## config.mk

```make
export PLATFORM = sky130hd
export DESIGN_NAME = uart_tx
export DESIGN_NICKNAME = d
export VERILOG_FILES = /design/src/rtl/uart_tx.sv
export SDC_FILE = /design/constraint.sdc
export NUM_CORES = 1
export LEC_CHECK = 0
export BUFFER_PORTS_ARGS = -buffer_cell sky130_fd_sc_hd__buf_4
export CAP_MARGIN = 15
export CORE_MARGIN = 3
export CORE_UTILIZATION = 50
export CTS_CLUSTER_DIAMETER = 40
export CTS_CLUSTER_SIZE = 20
export DETAILED_ROUTE_END_ITERATION = 10
export PLACE_DENSITY_LB_ADDON = 0.05
export SLEW_MARGIN = 20
export SYNTH_ARGS = -nofsm -noshare
export SYNTH_HDL_FRONTEND = slang
export SYNTH_SLANG_ARGS = --single-unit
export TNS_END_PERCENT = 1
```

## constraint.sdc

```tcl
create_clock -name clk -period 2.65 [get_ports clk]
set_input_delay 0.265 -clock clk [delete_from_list [all_inputs] [get_ports clk]]
set_output_delay 0.265 -clock clk [all_outputs]
set_load 0.01 [all_outputs]
```

## src/rtl/uart_tx.sv

```systemverilog
// uart_tx: UART transmit serialiser.
//
// Sends one W_DATA-bit word per accepted request as: start bit (0), data
// LSB first, optional parity bit, one stop bit (1). Every serial bit lasts
// CLKS_PER_BIT clock cycles, timed by an internal baud counter.
//
// Ports:
//   clk    system clock
//   rst    asynchronous active-low reset
//   start  request to send, accepted when busy is low
//   data   word to send, captured on acceptance
//   tx     serial line, idles high
//   busy   high from the cycle after acceptance until the frame ends
//   done   one-cycle pulse when the stop bit completes

package uart_pkg;
    parameter int W_DATA = 8;
    typedef logic [W_DATA-1:0] data_t;
endpackage

module uart_tx
    import uart_pkg::*;
#(
    parameter int CLKS_PER_BIT = 16,
    parameter bit PARITY_EN    = 1'b1,
    parameter bit PARITY_ODD   = 1'b0
) (
    input  logic  clk,
    input  logic  rst,
    input  logic  start,
    input  data_t data,
    output logic  tx,
    output logic  busy,
    output logic  done
);

    localparam int BAUD_W = $clog2(CLKS_PER_BIT);
    localparam int BIT_W  = (W_DATA > 1) ? $clog2(W_DATA) : 1;

    typedef enum logic [2:0] {
        IDLE,
        START,
        DATA,
        PARITY,
        STOP
    } state_t;

    state_t             state_q, state_d;
    data_t              shreg_q, shreg_d;
    logic [BIT_W-1:0]   bitCnt_q, bitCnt_d;
    logic [BAUD_W-1:0]  baudCnt_q, baudCnt_d;
    logic               parity_q, parity_d;
    logic               tx_q, tx_d;
    logic               busy_q, busy_d;
    logic               done_q, done_d;
    logic               baudLast;

    assign tx   = tx_q;
    assign busy = busy_q;
    assign done = done_q;

    // Last cycle of the current serial bit; every state transition except
    // acceptance happens on this boundary.
    assign baudLast = (baudCnt_q == BAUD_W'(CLKS_PER_BIT - 1));

    // State and datapath registers. Reset forces the line high at once so an
    // aborted frame never leaves a low level on tx.
    always_ff @(posedge clk or negedge rst) begin
        if (!rst) begin
            state_q   <= IDLE;
            shreg_q   <= '0;
            bitCnt_q  <= '0;
            baudCnt_q <= '0;
            parity_q  <= 1'b0;
            tx_q      <= 1'b1;
            busy_q    <= 1'b0;
            done_q    <= 1'b0;
        end else begin
            state_q   <= state_d;
            shreg_q   <= shreg_d;
            bitCnt_q  <= bitCnt_d;
            baudCnt_q <= baudCnt_d;
            parity_q  <= parity_d;
            tx_q      <= tx_d;
            busy_q    <= busy_d;
            done_q    <= done_d;
        end
    end

    // Next-state logic. The outputs are registered, so tx_d is the level the
    // line takes in the next cycle: each transition loads the value of the
    // bit that is about to begin.
    always_comb begin
        state_d   = state_q;
        shreg_d   = shreg_q;
        bitCnt_d  = bitCnt_q;
        baudCnt_d = baudCnt_q;
        parity_d  = parity_q;
        tx_d      = tx_q;
        busy_d    = busy_q;
        done_d    = 1'b0;

        if (state_q != IDLE) begin
            baudCnt_d = baudLast ? '0 : baudCnt_q + BAUD_W'(1);
        end

        case (state_q)
            IDLE: begin
                tx_d      = 1'b1;
                busy_d    = 1'b0;
                baudCnt_d = '0;
                if (start) begin
                    // Parity comes from the captured word, so later changes
                    // on the data port cannot affect this frame.
                    state_d  = START;
                    shreg_d  = data;
                    parity_d = (^data) ^ PARITY_ODD;
                    bitCnt_d = '0;
                    tx_d     = 1'b0;
                    busy_d   = 1'b1;
                end
            end
            START: begin
                if (baudLast) begin
                    state_d = DATA;
                    tx_d    = shreg_q[0];
                end
            end
            DATA: begin
                if (baudLast) begin
                    shreg_d = shreg_q >> 1;
                    if (bitCnt_q == BIT_W'(W_DATA - 1)) begin
                        if (PARITY_EN) begin
                            state_d = PARITY;
                            tx_d    = parity_q;
                        end else begin
                            state_d = STOP;
                            tx_d    = 1'b1;
                        end
                    end else begin
                        bitCnt_d = bitCnt_q + BIT_W'(1);
                        tx_d     = shreg_d[0];
                    end
                end
            end
            PARITY: begin
                if (baudLast) begin
                    state_d = STOP;
                    tx_d    = 1'b1;
                end
            end
            STOP: begin
                if (baudLast) begin
                    // busy drops together with the done pulse, which lets a
                    // waiting request be accepted in the done cycle.
                    state_d = IDLE;
                    tx_d    = 1'b1;
                    busy_d  = 1'b0;
                    done_d  = 1'b1;
                end
            end
            default: begin
                state_d = IDLE;
                tx_d    = 1'b1;
                busy_d  = 1'b0;
            end
        endcase
    end

endmodule

```

Yosys cells after proc, flatten, opt, wreduce, memory -nomap -nowiden
Cells that the tools add are included.
{"block": "totals", "ff_bits": 22, "out_inout_bits": 3}
{"block": "classes", "addsub": 2, "n_eq_ne": 14, "muxes": 28, "bitwise_logic": 1, "reduce_logical": 13}
{"operator": "3-bit 2-to-1 mux", "count": 9}
{"operator": "8-bit 2-to-1 mux", "count": 2}
{"operator": "8-bit case mux with 2 select lines", "count": 1}
{"operator": "3-bit case mux with 5 select lines", "count": 1}
{"operator": "2-bit != test, second input constant", "count": 7}
{"operator": "4-bit 2-to-1 mux", "count": 3}
{"operator": "1-bit 2-to-1 mux", "count": 9}
{"operator": "8-bit parity", "count": 1}
{"operator": "3-bit by 2-bit equality test with 1-bit output, second input constant", "count": 2}
{"operator": "3-bit equality test, second input constant", "count": 2}
{"operator": "3-bit case mux with 2 select lines", "count": 1}
{"operator": "3-bit AND reduction", "count": 2}
{"operator": "6-bit AND reduction", "count": 1}
{"operator": "4-bit by 1-bit adder with 4-bit output, second input constant", "count": 1}
{"operator": "4-bit equality test, second input constant", "count": 1}
{"operator": "1-bit case mux with 4 select lines", "count": 1}
{"operator": "2-bit AND reduction", "count": 2}
{"operator": "4-bit AND reduction", "count": 1}
{"operator": "2-bit nonzero test", "count": 2}
{"operator": "3-bit by 1-bit adder with 3-bit output, second input constant", "count": 1}
{"operator": "3-bit by 1-bit equality test with 1-bit output, second input constant", "count": 1}
{"operator": "3-bit zero test", "count": 1}
{"operator": "1-bit case mux with 3 select lines", "count": 1}
{"operator": "3-bit nonzero test", "count": 1}
{"operator": "other kinds (4)", "count": 4}

Logic depth before layout (Yosys ltp)
{"block": "logic_depth", "depth_word": 4, "mapped_depth": 7, "ltp_nobuf": 6}

Least setup slack after synthesis
Ideal clock, no wire load.
{"block": "synth_path", "path_kind": "register -> register", "start": "register baudCnt_q[0]", "end": "register shreg_q[7]", "setup_ps": 122, "arrival_time_ps": 1638, "path_slack_ps": 890, "path_stages_with_launch": 8, "n_path_buf": 2, "period_less_slack_ps": 1760, "cell_sequence": "dfrtp_1 > ha_1 > nand3_2 > or3_1 > buf_6 > and2_4 > buf_6 > a32o_1"}
{"block": "synth_via", "elab_chain_len": 3}
{"item": "from (decl)", "line": "51", "source": "logic [BAUD_W-1:0] baudCnt_q, baudCnt_d;"}
{"item": "from (signal assigned)", "line": "82", "source": "baudCnt_q <= baudCnt_d;"}
{"item": "4-bit equality test", "line": "64", "source": "assign baudLast = (baudCnt_q == BAUD_W'(CLKS_PER_BIT - 1));"}
{"item": "2-bit != test (no source line)"}
{"item": "3-bit AND reduction (no source line)"}
{"item": "to (signal assigned)", "line": "80", "source": "shreg_q <= shreg_d;"}
{"item": "to (decl)", "line": "49", "source": "data_t shreg_q, shreg_d;"}
No other way between the ends.
A chain may end at the register's enable or synchronous reset.

Worst setup path in the final report
{"block": "layout_path", "start": "register state_q[0]", "end": "register shreg_q[7]"}
{"block": "layout_via", "elab_chain_len": 3, "word_cells_on_any_way": 7, "cone_classes": "eq/ne (3); mux (1); reduce/logical (3)"}
{"item": "from (decl)", "line": "48", "source": "state_t state_q, state_d;"}
{"item": "from (signal assigned)", "line": "79", "source": "state_q <= state_d;"}
{"item": "3-bit by 2-bit equality test with 1-bit output or 3-bit zero test (tied branches)", "line": "107", "source": "case (state_q)"}
{"item": "2-bit != test (no source line) or 2-bit nonzero test (tied branches)"}
{"item": "3-bit AND reduction (no source line)"}
Several ways; a longest one is shown, not always the timed one.

==> impl_summary.log <==
[metrics] run status: completed
[metrics] max-slew violation total from the final report: 0
[metrics] crit-path max FO: 13
[metrics] area growth from synthesis to layout: 11.8%
[metrics] antenna violations before repair: 0
[metrics] synthesized netlist net count: ~120
[metrics] effective utilization at floorplan: 54.5%
[metrics] residual antenna-violating net count after detailed routing: 0
[metrics] number of endpoints with negative hold slack in the final report: 0
[metrics] overall die height: roughly 53 um
[metrics] cell leakage power: approximately 0.54 nW
[metrics] number of synthesized register bits: 22
[metrics] total of buffers placed on input and output ports: 13
[metrics] cell area reported after detailed placement: 1190 um2
[metrics] type of the worst setup path: reg2reg
[metrics] sequential fraction of the synthesis area: roughly 50%
[metrics] final setup violation count: 0
[metrics] post-synthesis instance area: roughly 1100 um2
[metrics] fraction of the cycle the final worst path needs: ~71%
[metrics] Max Clk Rate: between 500 and 600 MHz
[metrics] residual DRC count: 0
[metrics] proportion of layout cells with a drive suffix above 1: between 10% and 20%
[metrics] register clock-pin slew on the reported worst setup and hold paths: approximately 0.10 ns
[metrics] Via-to-Cell Ratio: 5.39
[metrics] count of buffers added by post-CTS timing repair for setup: 0
[metrics] min Tclk post-route: between 1.5 and 2 ns
[metrics] most used routing layer in global routing: met2
[metrics] setup slack after layout: just under 0.8 ns
[metrics] number of cells upsized or downsized after cts: 0
[metrics] Clock Sinks: 22
[metrics] number of diodes: 0
[metrics] required time of the critical path: between 2 and 3 ns
[metrics] Layout Nets: 136
[metrics] transition time at the pin with the least slew margin: ~0.43 ns
[metrics] number of global-route vias before repair: 770
[metrics] cell area after layout: 1230 um2
[metrics] I/O pin count: 14
[metrics] Die W: ~53 um
[metrics] post-detailed-routing wire length: just under 2000 um
[metrics] relative slew slack: 71.3%
[metrics] CP Data Arrival Time: 2.06 ns
[metrics] buffer depth of the longest clock path: 2
[metrics] core outline area: a little over 2000 um2
[metrics] Placement Setup Slack: a little under 0.8 ns
[metrics] Yosys warnings: 0
[metrics] Power Dens Cells: 430 nW/um2
[metrics] routed length per placed instance: between 10 and 15 um
[metrics] met1 track demand over resource: roughly 22%
[metrics] length of the first detailed-routing pass in iterations: 4
[metrics] gr ovfl total: 0
[metrics] Die Footprint: ~2800 um2
[metrics] worst vdd ir: a little under 0.3 mV
[metrics] Worst setup SP type: flop
[metrics] RSZ-0062 raised after global routing: no
[metrics] drt initial violations: 11
[metrics] count of distinct cell types in the synthesized netlist: 31
[metrics] sum of negative setup slack: 0 ns
[metrics] Worst Setup End Kind: flop
[metrics] clock tree from TritonCTS: done
[metrics] pin count of the biggest net entering global routing: 23
[metrics] vias after detailed routing: 797
[metrics] wire length of the first global-routing pass: 3300 um
[metrics] master cell of the clock root buffer: sky130_fd_sc_hd__clkbuf_4
[metrics] number of hold buffers added after CTS: 1
[metrics] CTS Buf Count: 3
[metrics] Worst Skew: roughly 0.016 ns
[metrics] all-layer global routing usage: between 10% and 20%
[metrics] Final GP Congestion: ~0.82
[metrics] global routing usage on met2: approximately a quarter
[metrics] Max H-tree Level: 1
[metrics] clock latency on the worst-skew pair: about 0.3 ns
[metrics] mean instance size in the synthesized netlist: about 10 um2
[metrics] Cell Rows: 16
[metrics] sum of net half-perimeters after detailed placement: ~1400 um
[metrics] cell count after synthesis: about 110
[metrics] path class of the lowest-slack min-delay path: in2reg
[metrics] reported max-cap violation count: 0
[metrics] global routing met3 resource utilization: ~3.4%
layout by cell type (no fill, tap or decap):
| cell type | n |
|---|---|
| sky130_fd_sc_hd__a311oi_1 | 1 |
| sky130_fd_sc_hd__buf_4 | 14 |
| sky130_fd_sc_hd__nor2_1 | 5 |
| sky130_fd_sc_hd__nand3_2 | 1 |
| sky130_fd_sc_hd__o31ai_1 | 1 |
| sky130_fd_sc_hd__o22ai_1 | 8 |
| sky130_fd_sc_hd__a221oi_1 | 1 |
| sky130_fd_sc_hd__a32o_1 | 1 |
| sky130_fd_sc_hd__and2_4 | 1 |
| sky130_fd_sc_hd__nand2_1 | 9 |
| sky130_fd_sc_hd__xnor2_1 | 9 |
| sky130_fd_sc_hd__nor3_2 | 1 |
| sky130_fd_sc_hd__a21oi_1 | 8 |
| sky130_fd_sc_hd__ha_1 | 3 |
| sky130_fd_sc_hd__nor2b_1 | 1 |
| sky130_fd_sc_hd__o21ai_0 | 6 |
| sky130_fd_sc_hd__nor4_1 | 2 |
| sky130_fd_sc_hd__nand2b_4 | 1 |
| sky130_fd_sc_hd__inv_1 | 9 |
| sky130_fd_sc_hd__a31oi_1 | 2 |
| sky130_fd_sc_hd__dlygate4sd3_1 | 1 |
| sky130_fd_sc_hd__or3_1 | 1 |
| sky130_fd_sc_hd__nand4_1 | 1 |
| sky130_fd_sc_hd__dfrtp_1 | 21 |
| sky130_fd_sc_hd__clkbuf_4 | 3 |
| sky130_fd_sc_hd__clkbuf_1 | 1 |
| sky130_fd_sc_hd__nor3_1 | 2 |
| sky130_fd_sc_hd__mux2i_1 | 3 |
| sky130_fd_sc_hd__and3_2 | 1 |
| sky130_fd_sc_hd__a21o_1 | 1 |
| sky130_fd_sc_hd__nand3_1 | 1 |
| sky130_fd_sc_hd__dfstp_2 | 1 |
power breakdown:
| part | internal [mW] | switching (mW) | total (mW) | leakage [nW] |
|---|---|---|---|---|
| clock | 0.0584 | 0.0930 | 0.151 | 0.0150 |
| combinational | 0.0222 | 0.0198 | 0.0419 | 0.252 |
| sequential | 0.336 | 0 | 0.336 | 0.268 |
sequential cells by signal (all words and copies together) (netlist names):
name       count
busy           1
tx             1
done           1
shreg_q        8
state_q        3
parity_q       1
bitCnt_q       3
baudCnt_q      4
kinds of logic (layout without fill, tap and decap cells):
kind of cell	after synthesis	in the layout	synth area share, %
AOI/OAI and AO/OA	29	29	15.9
and+or+nand+nor	27	27	13.5
DFF	22	22	50.1
buffers and inverters	15	28	7.16
xor gates and xnor gates	9	9	7.16
adders and majority gates	3	3	3.41
muxes	3	3	2.73
layer usage:
metal / vias to the layer above / wire length, um / share of wire (%)
li1: 408 / - / -
met1: 376 / 948 / 49
met2: 11 / 908 / 47
met3: 2 / 67 / 3.5
met4: 0 / 13 / 0.67
met5: - / 0 / 0
synthesized netlist by cell type, drive strengths merged:
cell    number  share of area [%]
and3         1               0.68
a32o         1               0.91
clkbuf       2               0.68
a21o         1               0.68
nor2         5                1.7
and2         1               0.80
a21oi        8                3.6
xnor2        9                7.2
nand3        2                1.4
dfrtp       21                 48
a221oi       1               0.80
nand4        1               0.57
o21ai        6                2.7
nand2        9                3.1
or3          1               0.57
nand2b       1                1.2
ha           3                3.4
o22ai        8                4.5
a31oi        2                1.1
a311oi       1               0.80
o31ai        1               0.68
buf          4                3.4
nor4         2                1.1
nor3         3                1.8
dfstp        1                2.4
mux2i        3                2.7
nor2b        1               0.57
inv          9                3.1
stage by stage:
step | hold WS (ns) | utilization, % | power (mW) | std cells
after floorplan | -0.0306 | - | 0.359 | 108
after global placement | 0.169 | 59.1 | 0.383 | 143
after detailed placement | 0.171 | 59.1 | 0.384 | 143
after CTS | 0.241 | 60.9 | 0.540 | 148
after global routing | 0.230 | 60.9 | 0.557 | 148
final | 0.258 | 60.9 | 0.529 | 148
cell type report:
type	count	area [um2]
fillers	196	791
well taps	27	33.8
repair buffers	15	115
inverters	9	33.8
clock buffers	4	26.3
multi-input cells	71	470
flip-flops and latches	22	552
critical path: stages (launching register included):
cell and delay, ns:
sky130_fd_sc_hd__dfrtp_1 0.50, sky130_fd_sc_hd__nor3_2 0.44, sky130_fd_sc_hd__nand2_1 0.35, sky130_fd_sc_hd__and2_4 0.28, sky130_fd_sc_hd__a32o_1 0.20
final timing paths:
check | start | to | slack [ns] | depth (start not counted)
setup / recovery | state_q[0]$_DFFE_PN0P_ | shreg_q[7]$_DFFE_PN0P_ | 0.78 | 4
hold / removal | data[7] | shreg_q[7]$_DFFE_PN0P_ | 0.26 | 2
setup reg to reg | state_q[0]$_DFFE_PN0P_ | shreg_q[7]$_DFFE_PN0P_ | 0.78 | 4
hold reg to reg | tx$_DFFE_PN1P_ | tx$_DFFE_PN1P_ | 0.48 | 2
max in group asynchronous | rst | tx$_DFFE_PN1P_ | 1.98 | 2
min in group asynchronous | rst | bitCnt_q[1]$_DFFE_PN0P_ | 0.38 | 2
Power figures use the tool's default switching activity.
